**src/rtl/booth_pkg.sv**
```systemverilog
// Shared types and defaults for the radix-4 Booth partial-product datapath.
// Holds width defaults, the accumulator FSM states and the beat-correction helper.
package booth_pkg;

  localparam int A_W   = 11;
  localparam int B_W   = 11;
  localparam int N_DIG = (B_W + 2) / 2;
  localparam int P_W   = A_W + B_W;

  typedef enum logic [1:0] {
    IDLE,
    ACCUM,
    DONE
  } state_t;

  // {neg, mag} carries ~m for negative digits; adding neg completes the negation
  function automatic logic signed [A_W+1:0] beat_val(
    input logic         neg,
    input logic [A_W:0] mag
  );
    return $signed({neg, mag}) + $signed({{(A_W + 1){1'b0}}, neg});
  endfunction

endpackage

```
**src/rtl/booth_pp_correct.sv**
```systemverilog
// Sign correction of one Booth partial product: {neg, mag} to a signed beat.
// Purely combinational so a parallel reduction tree can reuse it.
module booth_pp_correct #(
  parameter int A_W = booth_pkg::A_W
) (
  input  logic                pp_neg,
  input  logic [A_W:0]        pp_mag,
  output logic signed [A_W+1:0] beat
);

  assign beat = $signed({pp_neg, pp_mag})
              + $signed({{(A_W + 1){1'b0}}, pp_neg});

endmodule

```
**src/rtl/booth_pp_accumulator.sv**
```systemverilog
// Sequential radix-4 Booth partial-product accumulator (one digit per beat).
// Define BOOTH_ACC_CHECK_EN to build the pp_last sequence checker (res_err).
module booth_pp_accumulator #(
  parameter int A_W   = booth_pkg::A_W,
  parameter int N_DIG = booth_pkg::N_DIG,
  parameter int P_W   = booth_pkg::P_W
) (
  input  logic           clk,
  input  logic           rst_n,
  input  logic           pp_valid,
  output logic           pp_ready,
  input  logic [A_W:0]   pp_mag,
  input  logic           pp_neg,
  input  logic           pp_last,
  output logic           res_valid,
  input  logic           res_ready,
  output logic [P_W-1:0] res_product,
  output logic           res_err
);

  import booth_pkg::*;

  localparam int CW    = $clog2(N_DIG + 1);
  localparam int ACC_W = P_W + 2;

  state_t                    state_q, state_d;
  logic signed [ACC_W-1:0]   acc_q, acc_d;
  logic signed [ACC_W-1:0]   ext, term;
  logic        [CW-1:0]      cnt_q, cnt_d;
  logic signed [A_W+1:0]     beat;
  logic                      accept;
  logic                      last_dig;
  logic        [1:0]         unused_acc;

  booth_pp_correct #(
    .A_W (A_W)
  ) u_correct (
    .pp_neg (pp_neg),
    .pp_mag (pp_mag),
    .beat   (beat)
  );

  assign pp_ready  = (state_q != DONE);
  assign res_valid = (state_q == DONE);
  assign accept    = pp_valid && pp_ready;
  assign last_dig  = (cnt_q == CW'(N_DIG - 1));

  assign ext  = {{(P_W - A_W){beat[A_W+1]}}, beat};
  assign term = ext <<< {cnt_q, 1'b0};

  // final sum is always non-negative and fits P_W bits
  assign res_product = acc_q[P_W-1:0];
  assign unused_acc  = acc_q[ACC_W-1:P_W];

  always_comb begin
    state_d = state_q;
    acc_d   = acc_q;
    cnt_d   = cnt_q;
    unique case (state_q)
      IDLE, ACCUM: begin
        if (accept) begin
          acc_d   = ((state_q == IDLE) ? '0 : acc_q) + term;
          cnt_d   = cnt_q + 1'b1;
          state_d = last_dig ? DONE : ACCUM;
        end
      end
      DONE: begin
        if (res_ready) begin
          state_d = IDLE;
          acc_d   = '0;
          cnt_d   = '0;
        end
      end
      default: state_d = IDLE;
    endcase
  end

  always_ff @(posedge clk) begin
    if (!rst_n) begin
      state_q <= IDLE;
      acc_q   <= '0;
      cnt_q   <= '0;
    end else begin
      state_q <= state_d;
      acc_q   <= acc_d;
      cnt_q   <= cnt_d;
    end
  end

`ifdef BOOTH_ACC_CHECK_EN
  logic err_q, err_d;

  // pp_last must coincide exactly with the final digit
  always_comb begin
    err_d = err_q;
    if (accept)
      err_d = err_q | (pp_last ^ last_dig);
    else if (res_valid && res_ready)
      err_d = 1'b0;
  end

  always_ff @(posedge clk) begin
    if (!rst_n) err_q <= 1'b0;
    else        err_q <= err_d;
  end

  assign res_err = err_q;
`else
  logic unused_last;

  assign unused_last = pp_last;
  assign res_err     = 1'b0;
`endif

endmodule

```
**config.mk**
```make
export PLATFORM = sky130hd
export DESIGN_NAME = booth_pp_accumulator
export DESIGN_NICKNAME = d
export VERILOG_FILES = /design/src/rtl/booth_pkg.sv /design/src/rtl/booth_pp_correct.sv /design/src/rtl/booth_pp_accumulator.sv
export SDC_FILE = /design/constraint.sdc
export NUM_CORES = 1
export LEC_CHECK = 0
export BUFFER_PORTS_ARGS = -buffer_cell sky130_fd_sc_hd__buf_4
export CAP_MARGIN = 10
export CORE_MARGIN = 2
export CORE_UTILIZATION = 25
export DETAILED_ROUTE_END_ITERATION = 16
export PLACE_DENSITY = 0.5
export SLEW_MARGIN = 0
export SYNTH_ARGS = -nofsm -noshare
export SYNTH_HDL_FRONTEND = slang
export SYNTH_SLANG_ARGS = --single-unit
```
**constraint.sdc**
```tcl
create_clock -name clk -period 3.55 [get_ports clk]
set_input_delay 0.5325 -clock clk [delete_from_list [all_inputs] [get_ports clk]]
set_output_delay 0.5325 -clock clk [all_outputs]
set_load 0.02 [all_outputs]
```
==> flow_summary_export.csv, run 1 <==
group,metric,value,unit
timing,maxSlewHeadroom,49.0,%
logic_synthesis,synth_top_family_by_area,"simple AND/OR/NAND/NOR gates",
clock_network,clkSlewWorstSetupHoldPaths,0.08,ns
worst_setup_path,r2r_cells,16,
timing,worst_slew_pin_slew,0.764,ns
worst_setup_path,cp_slowest_cell,"or4b_4",
worst_setup_path,r2r_slack,0.28,ns
power,p_comb_share,50.6,%
worst_setup_path,worst_path_dominant_cell_family,"simple AND/OR/NAND/NOR gates",
route,drt-wirelength-per-cell,13.9,µm
route,ant_nets,0,
timing,whs,0.474,ns
timing,skew,0.00673,ns
worst_setup_path,critPathMaxStageDelay,0.57,ns
worst_setup_path,cp.required,3.76,ns
worst_setup_path,crit_buf_inv,1,
route,routed_wl,9180,µm
run_status,violations,"negative setup slack",
job,cap_violations,0,
route,vias,3163,
logic_synthesis,muxShareOfSynthArea,4.75,%
global_routing,grt.total_usage,14.8,%
clock_network,cts_tree,"built",
timing,drv_slew,0,
floorplanning,die-area,12700,µm²
timing,fmax,281,MHz
floorplanning,rows,39,
final_layout,antenna_cells,0,
worst_setup_path,critical_path_class,"primary input to register",
power,peakVddDrop,0.000268,V
floorplanning,die_h,113,µm
route,drc_errors,0,
final_layout,multi_input_area,2530,µm²
worst_setup_path,critPathCaptureType,"register",
logic_synthesis,syn_area_per_cell,7.67,µm²
logic_synthesis,synthSimpleGateAreaFrac,26.4,%
power,p_int,0.819,mW
floorplanning,initial_core_util,25.7,%
logic_synthesis,ys_ff_latch,27,
hold_path,hold_start,"acc_q[14]$_SDFFE_PN0P_",
clock_network,cts_root_buf,"clkbuf_16",
worst_setup_path,reg2reg_from,"cnt_q[0]$_SDFFE_PN0P_",
power,clock_power_share,21.7,%
clock_network,cts_sinks,27,
run_status,status,"finished, violations left",
power,p_seq_share,27.6,%
timing,post-route-min-period,3.55,ns
worst_setup_path,critical_path.reg2reg.endpoint,"acc_q[20]$_SDFFE_PN0P_",
logic_synthesis,syn_nets,429,
worst_setup_path,path_cells,"buf_8 -> ha_4 -> nand3_2 -> or4b_4 -> xor2_4 -> mux4_2 -> mux2i_1 -> ha_1 -> a21oi_1 -> o21ai_1 -> a31oi_1 -> o211a_1 -> o21ai_2 -> xor2_1 -> or3_1 -> nand3_1",
place,dp_slack,-0.436,ns
floorplanning,dieWidth,113,µm
clock_network,clock_latency,0.27,ns
floorplanning,pin_count,43,
global_routing,grt_pass1_vias,3190,
global_routing,antenna_found_initial,0,
final_layout,fin_nets,563,
clock_network,cts_buffer_depth,2,
place,portBuffers,40,
hold_path,hold_path_class,"register to register",
power,p_leak,2.02,nW
clock_network,htree_levels,1,
final_layout,regArea,542,µm²
logic_synthesis,synth-seq-area-share,18.3,%
clock_network,numCtsBuffers,3,
logic_synthesis,synthXorXnorAreaFrac,8.90,%
timing,period_share,100,%
logic_synthesis,ys_types,61,
worst_setup_path,cp.arrival,3.76,ns
logic_synthesis,syn_inst,385,
floorplanning,core_area,11500,µm²
final_layout,area_growth,53.1,%
timing,rsz0062_at_grt,"yes",
hold_path,min_path_cells,2,
power,p_switching,0.471,mW
timing,postLayoutSetupSlackWorst,-0.00426,ns
hold_path,hold_end,"acc_q[14]$_SDFFE_PN0P_",
logic_synthesis,synth_compound_area_share,24.9,%
final_layout,nFillCells,1144,
place,dp_hpwl,7020,µm
global_routing,grt_overflow,0,
logic_synthesis,synth_edf_count,0,
final_layout,drive_gt1_share,39.6,%
logic_synthesis,ys.flop_type,"dfxtp_1",
route,viasPerCell,4.79,
logic_synthesis,synth_fa_ha_area_share,11.3,%
place,place.gp.congestion,0.854,
logic_synthesis,synth_area,2950,µm²
power,p_sw_share,36.5,%
worst_setup_path,cp-start-kind,"primary input",
timing,setup_violations,1,
worst_setup_path,crit_fanout,3,
logic_synthesis,ys_async_sr_fraction,0,%
route,drt-initial-drc-count,135,
route,dr.pass1.iters,5,
power,p_per_area,285,nW/µm²
global_routing,grt_max_degree,29,
global_routing,grt_pass1_wl,15700,µm
logic_synthesis,yosysWarnings,0,
timing,hold_viol_final,0,
layout make-up:
| cell class | count | share of cell area [%] |
|---|---|---|
| Timing Repair Buffer | 146 | 25.0 |
| Sequential cell | 27 | 12.0 |
| Clock buffer | 3 | 1.66 |
| Clock inverter | 1 | 0.166 |
| Multi-Input combinational cell | 327 | 56.0 |
| Inverter | 14 | 1.16 |
| Tap cell | 143 | 3.96 |
power by group through the flow:
stage	logic (mW)	registers, mW	clock network, mW
global placement	0.575	0.362	0
finish	0.653	0.356	0.280
global route	0.719	0.362	0.298
floorplan	0.297	0.389	0
CTS	0.611	0.357	0.293
detailed placement	0.581	0.363	0
placed cells by master, fill, tap and decap left out, drive strengths merged, types with 2 or more instances in the layout:
cell type  synthesis  routed
nand3             10      10
buf                3     146
and4               3       3
a21o               9       9
xnor2             16      16
mux2i              8       8
xor2              14      14
or3                5       5
and2               4       4
nand2             35      35
dfxtp             27      27
a211oi             6       6
a32oi              2       2
o21a               2       2
ha                25      25
nor2b             37      37
nor3               6       6
mux4               2       2
a22oi             11      11
nand4              4       4
and3               4       4
a31oi              6       6
clkbuf            14       3
o21bai             3       3
nand2b             5       5
o211ai             4       4
o311ai             2       2
o22ai              3       3
nor2              28      28
inv               13      13
a21oi             29      29
o21ai             27      27
worst reg2reg max path: stages (launching register included):
cell and delay [ns]:
dfxtp_2 0.42, clkinv_1 0.17, o21ai_1 0.24, buf_4 0.14, nor2_1 0.03, a31oi_1 0.23
nor2_1 0.10, ha_1 0.30, a211oi_1 0.29, a211o_1 0.21, a31oi_1 0.09, buf_4 0.15
o21a_1 0.21, a41o_1 0.21, a21oi_2 0.13, xor2_1 0.15, o21ai_0 0.08
Yosys cell counts (2+ instances only):
| library cell | instances | area (µm²) |
|---|---|---|
| nand2b_1 | 5 | 31.3 |
| nor2b_1 | 37 | 231 |
| inv_1 | 13 | 48.8 |
| dfxtp_1 | 27 | 541 |
| mux4_2 | 2 | 45.0 |
| a211oi_1 | 5 | 37.5 |
| o211ai_1 | 4 | 30.0 |
| o21ai_0 | 27 | 135 |
| o22ai_1 | 3 | 18.8 |
| nand4_1 | 3 | 18.8 |
| and2_1 | 4 | 25.0 |
| a21o_1 | 8 | 60.1 |
| o311ai_0 | 2 | 17.5 |
| a31oi_1 | 6 | 37.5 |
| or3_1 | 5 | 31.3 |
| a21oi_1 | 29 | 145 |
| nor2_1 | 27 | 101 |
| nor3_1 | 5 | 25.0 |
| and4_1 | 3 | 26.3 |
| o21a_1 | 2 | 15.0 |
| a32oi_1 | 2 | 17.5 |
| clkbuf_8 | 3 | 41.3 |
| xnor2_1 | 16 | 140 |
| a22oi_1 | 10 | 75.1 |
| xor2_1 | 14 | 123 |
| mux2i_1 | 8 | 80.1 |
| clkbuf_1 | 10 | 37.5 |
| and3_1 | 3 | 18.8 |
| o21bai_1 | 3 | 22.5 |
| ha_1 | 25 | 313 |
| nand2_1 | 35 | 131 |
| nand3_1 | 10 | 50.1 |
cells by family after synthesis:
logic type | count (synthesis)
AND/OR/NAND/NOR | 145
AO/OA/AOI/OAI | 114
buffers and inverters | 31
XOR/XNOR | 30
flip-flops | 27
adder cells (fa/ha/maj) | 26
multiplexers | 11
other | 1
stage by stage:
stage          utilization, %  setup TNS, ns  cell area (µm²)  instances  total power, mW
2_1_floorplan               -        -0.0828             3000        385            0.686
3_3_place_gp             35.6          -2.57             4090        645            0.938
3_5_place_dp             35.6          -3.55             4090        645            0.944
4_1_cts                  37.5              0             4300        656             1.26
5_1_grt                  39.4         -0.793             4520        661             1.38
6_report                 39.4       -0.00426             4520        661             1.29
registers in the layout, summed over array words and instances (netlist names):
signal and count:
acc_q 22, cnt_q 3, state_q 2
per-layer routing:
layer / routed length [µm] / up-vias / part of all wire [%] / track usage (%)
li1: - / 1648 / - / -
met1: 4490 / 1455 / 49 / 20.7
met2: 4240 / 47 / 46 / 24.6
met3: 284 / 13 / 3.1 / 2.21
met4: 167 / 0 / 1.8 / 2.52
met5: 0 / - / 0 / 0
worst max path at each step:
| stage | startpoint | to | slack, ns | depth (start not counted) |
|---|---|---|---|---|
| finish | pp_mag[0] | acc_q[21]$_SDFFE_PN0P_ | -0.004 | 16 |
| global route | pp_mag[0] | acc_q[21]$_SDFFE_PN0P_ | -0.21 | 18 |
| CTS | pp_mag[0] | acc_q[21]$_SDFFE_PN0P_ | 0.005 | 16 |
| detailed placement | pp_mag[0] | acc_q[21]$_SDFFE_PN0P_ | -0.44 | 18 |
| global placement | pp_neg | acc_q[20]$_SDFFE_PN0P_ | -0.34 | 20 |
| floorplan | pp_mag[0] | acc_q[21]$_SDFFE_PN0P_ | -0.06 | 15 |
what timing repair did:
item	CTS	global route
hold buffers	0	0
pin swaps	13	31
setup buffers	7	5
gates resized for setup	18	41
endpoints found under the setup margin	7	12
Note: power is estimated with default switching activity, not from simulation.
==> inputs of run 2 (changes only) <==
--- a/config.mk
+++ b/config.mk
@@ -11,6 +11,7 @@
 export CORE_UTILIZATION = 25
 export DETAILED_ROUTE_END_ITERATION = 16
 export PLACE_DENSITY = 0.5
+export SKIP_CTS_REPAIR_TIMING = 1
 export SLEW_MARGIN = 0
 export SYNTH_ARGS = -nofsm -noshare
 export SYNTH_HDL_FRONTEND = slang
==> run 2 against run 1 <==
Compared with the run above:
- the flow still finishes with violations (negative setup slack)
- critical endpoint unchanged
- sequential cell count unchanged
- first-iteration DRC count up 0.74%
- wire length down 1.0%
==> flow_summary_export.csv, run 2 (synthesis results as in run 1) <==
group,metric,value,unit
worst_setup_path,crit_fanout,3,
final_layout,top_regs,"acc_q x22, cnt_q x3, state_q x2",
worst_setup_path,reg2reg_from,"cnt_q[0]$_SDFFE_PN0P_",
clock_network,cts_root_buf,"clkbuf_16",
timing,rsz0062_at_grt,"yes",
timing,setup_violations,1,
hold_path,min_path_cells,2,
floorplanning,initial_core_util,25.7,%
worst_setup_path,cp.arrival,3.84,ns
global_routing,antenna_found_initial,0,
worst_setup_path,critPathCaptureType,"register",
worst_setup_path,crit_buf_inv,1,
timing,drv_slew,0,
route,routed_wl,9090,µm
final_layout,area_growth,51.7,%
power,p_per_area,285,nW/µm²
clock_network,clkSlewWorstSetupHoldPaths,0.08,ns
clock_network,cts_sinks,27,
timing,maxSlewHeadroom,49.4,%
floorplanning,die_h,113,µm
run_status,violations,"negative setup slack",
worst_setup_path,cp.required,3.76,ns
timing,whs,0.470,ns
job,cap_violations,0,
place,portBuffers,40,
place,place.gp.congestion,0.854,
timing,fmax,276,MHz
floorplanning,rows,39,
route,vias,3142,
worst_setup_path,critical_path_class,"primary input to register",
clock_network,cts_tree,"built",
route,ant_nets,0,
global_routing,grt.total_usage,14.6,%
worst_setup_path,worst_path_dominant_cell_family,"simple AND/OR/NAND/NOR gates",
timing,period_share,102,%
power,peakVddDrop,0.000272,V
final_layout,final_cell_mix,"135 x buf_4, 37 x nor2b_1, 34 x nand2_1",
floorplanning,pin_count,43,
place,dp_hpwl,7020,µm
final_layout,antenna_cells,0,
worst_setup_path,critPathMaxStageDelay,0.57,ns
route,dr.pass1.iters,4,
run_status,status,"finished, violations left",
hold_path,hold_end,"acc_q[14]$_SDFFE_PN0P_",
floorplanning,dieWidth,113,µm
clock_network,cts_buffer_depth,2,
hold_path,hold_path_class,"register to register",
final_layout,largest_reg_flops,22,
worst_setup_path,cp_slowest_cell,"or4b_4",
floorplanning,core_area,11500,µm²
floorplanning,die-area,12700,µm²
global_routing,grt_max_degree,29,
timing,postLayoutSetupSlackWorst,-0.0794,ns
final_layout,layout_commonest_cell,"buf_4",
final_layout,drive_gt1_share,38.7,%
global_routing,grt_overflow,0,
clock_network,numCtsBuffers,3,
worst_setup_path,r2r_cells,16,
timing,skew,0.00675,ns
power,power,1.28,mW
timing,worst_slew_pin_slew,0.757,ns
worst_setup_path,cp-start-kind,"primary input",
route,drt-initial-drc-count,136,
hold_path,hold_start,"acc_q[14]$_SDFFE_PN0P_",
clock_network,clock_latency,0.27,ns
power,p_leak,1.98,nW
timing,hold_viol_final,0,
clock_network,htree_levels,1,
place,dp_slack,-0.436,ns
worst_setup_path,r2r_slack,0.20,ns
timing,post-route-min-period,3.63,ns
final_layout,top_register,"acc_q",
route,viasPerCell,4.80,
worst_setup_path,critical_path.reg2reg.endpoint,"acc_q[21]$_SDFFE_PN0P_",
global_routing,grt_pass1_vias,3156,
worst_setup_path,path_cells,"buf_8 -> ha_4 -> nand3_4 -> or4b_4 -> xor2_4 -> mux4_2 -> mux2i_1 -> ha_1 -> a21oi_1 -> o21ai_1 -> a31oi_1 -> o211a_1 -> o21ai_2 -> xor2_2 -> or3_1 -> nand3_1",
route,drt-wirelength-per-cell,13.9,µm
final_layout,fin_nets,556,
global_routing,grt_pass1_wl,15500,µm
route,drc_errors,0,
[run 2: worst max path at each step]
stage / slack [ns] / cells after the start / to / start
3_3_place_gp: -0.34 / 20 / acc_q[20]$_SDFFE_PN0P_ / pp_neg
4_1_cts: -0.18 / 18 / acc_q[21]$_SDFFE_PN0P_ / pp_mag[0]
3_5_place_dp: -0.44 / 18 / acc_q[21]$_SDFFE_PN0P_ / pp_mag[0]
5_1_grt: -0.25 / 18 / acc_q[21]$_SDFFE_PN0P_ / pp_neg
6_report: -0.08 / 16 / acc_q[21]$_SDFFE_PN0P_ / pp_neg
2_1_floorplan: -0.06 / 15 / acc_q[21]$_SDFFE_PN0P_ / pp_mag[0]
[run 2: worst min-delay path: cells and delay by family, from the launching register on]
| kind | cells | cell delay (ns) |
|---|---|---|
| simple gates | 1 | 0.05 |
| flops | 1 | 0.33 |
| compound gates | 1 | 0.05 |
[run 2: metal layers]
metal | part of all wire [%] | vias to the layer above | global-route usage (%)
met2 | 46 | 57 | 23.8
met1 | 48 | 1441 | 20.5
met5 | 0 | - | 0
li1 | - | 1632 | -
met4 | 1.6 | 0 | 3.01
met3 | 4.3 | 12 | 2.21
[run 2: area by class of cell]
type / instances / area (µm²)
Timing Repair Buffer: 139 / 1070
Clock buffer: 3 / 75.1
Inverter: 14 / 52.6
Fill cell: 1149 / 6990
Tap cell: 143 / 179
Multi-Input combinational cell: 327 / 2550
Sequential cell: 27 / 541
Clock inverter: 1 / 7.51
[run 2: stage by stage]
stage                     instances  setup TNS, ns  util (%)  area (µm²)
after floorplan                 385        -0.0828         -        3000
after global placement          645          -2.57      35.6        4090
after global routing            654         -0.560      39.1        4480
after CTS                       649         -0.578      36.4        4170
after detailed placement        645          -3.55      35.6        4090
final                           654        -0.0794      39.1        4480
[run 2: power by group]
part | total, mW | switching, mW | leakage (nW) | internal, mW
clock network | 0.279 | 0.125 | 0.0371 | 0.154
logic | 0.642 | 0.316 | 1.72 | 0.326
registers | 0.356 | 0.0242 | 0.222 | 0.332
total | 1.28 | 0.465 | 1.98 | 0.811
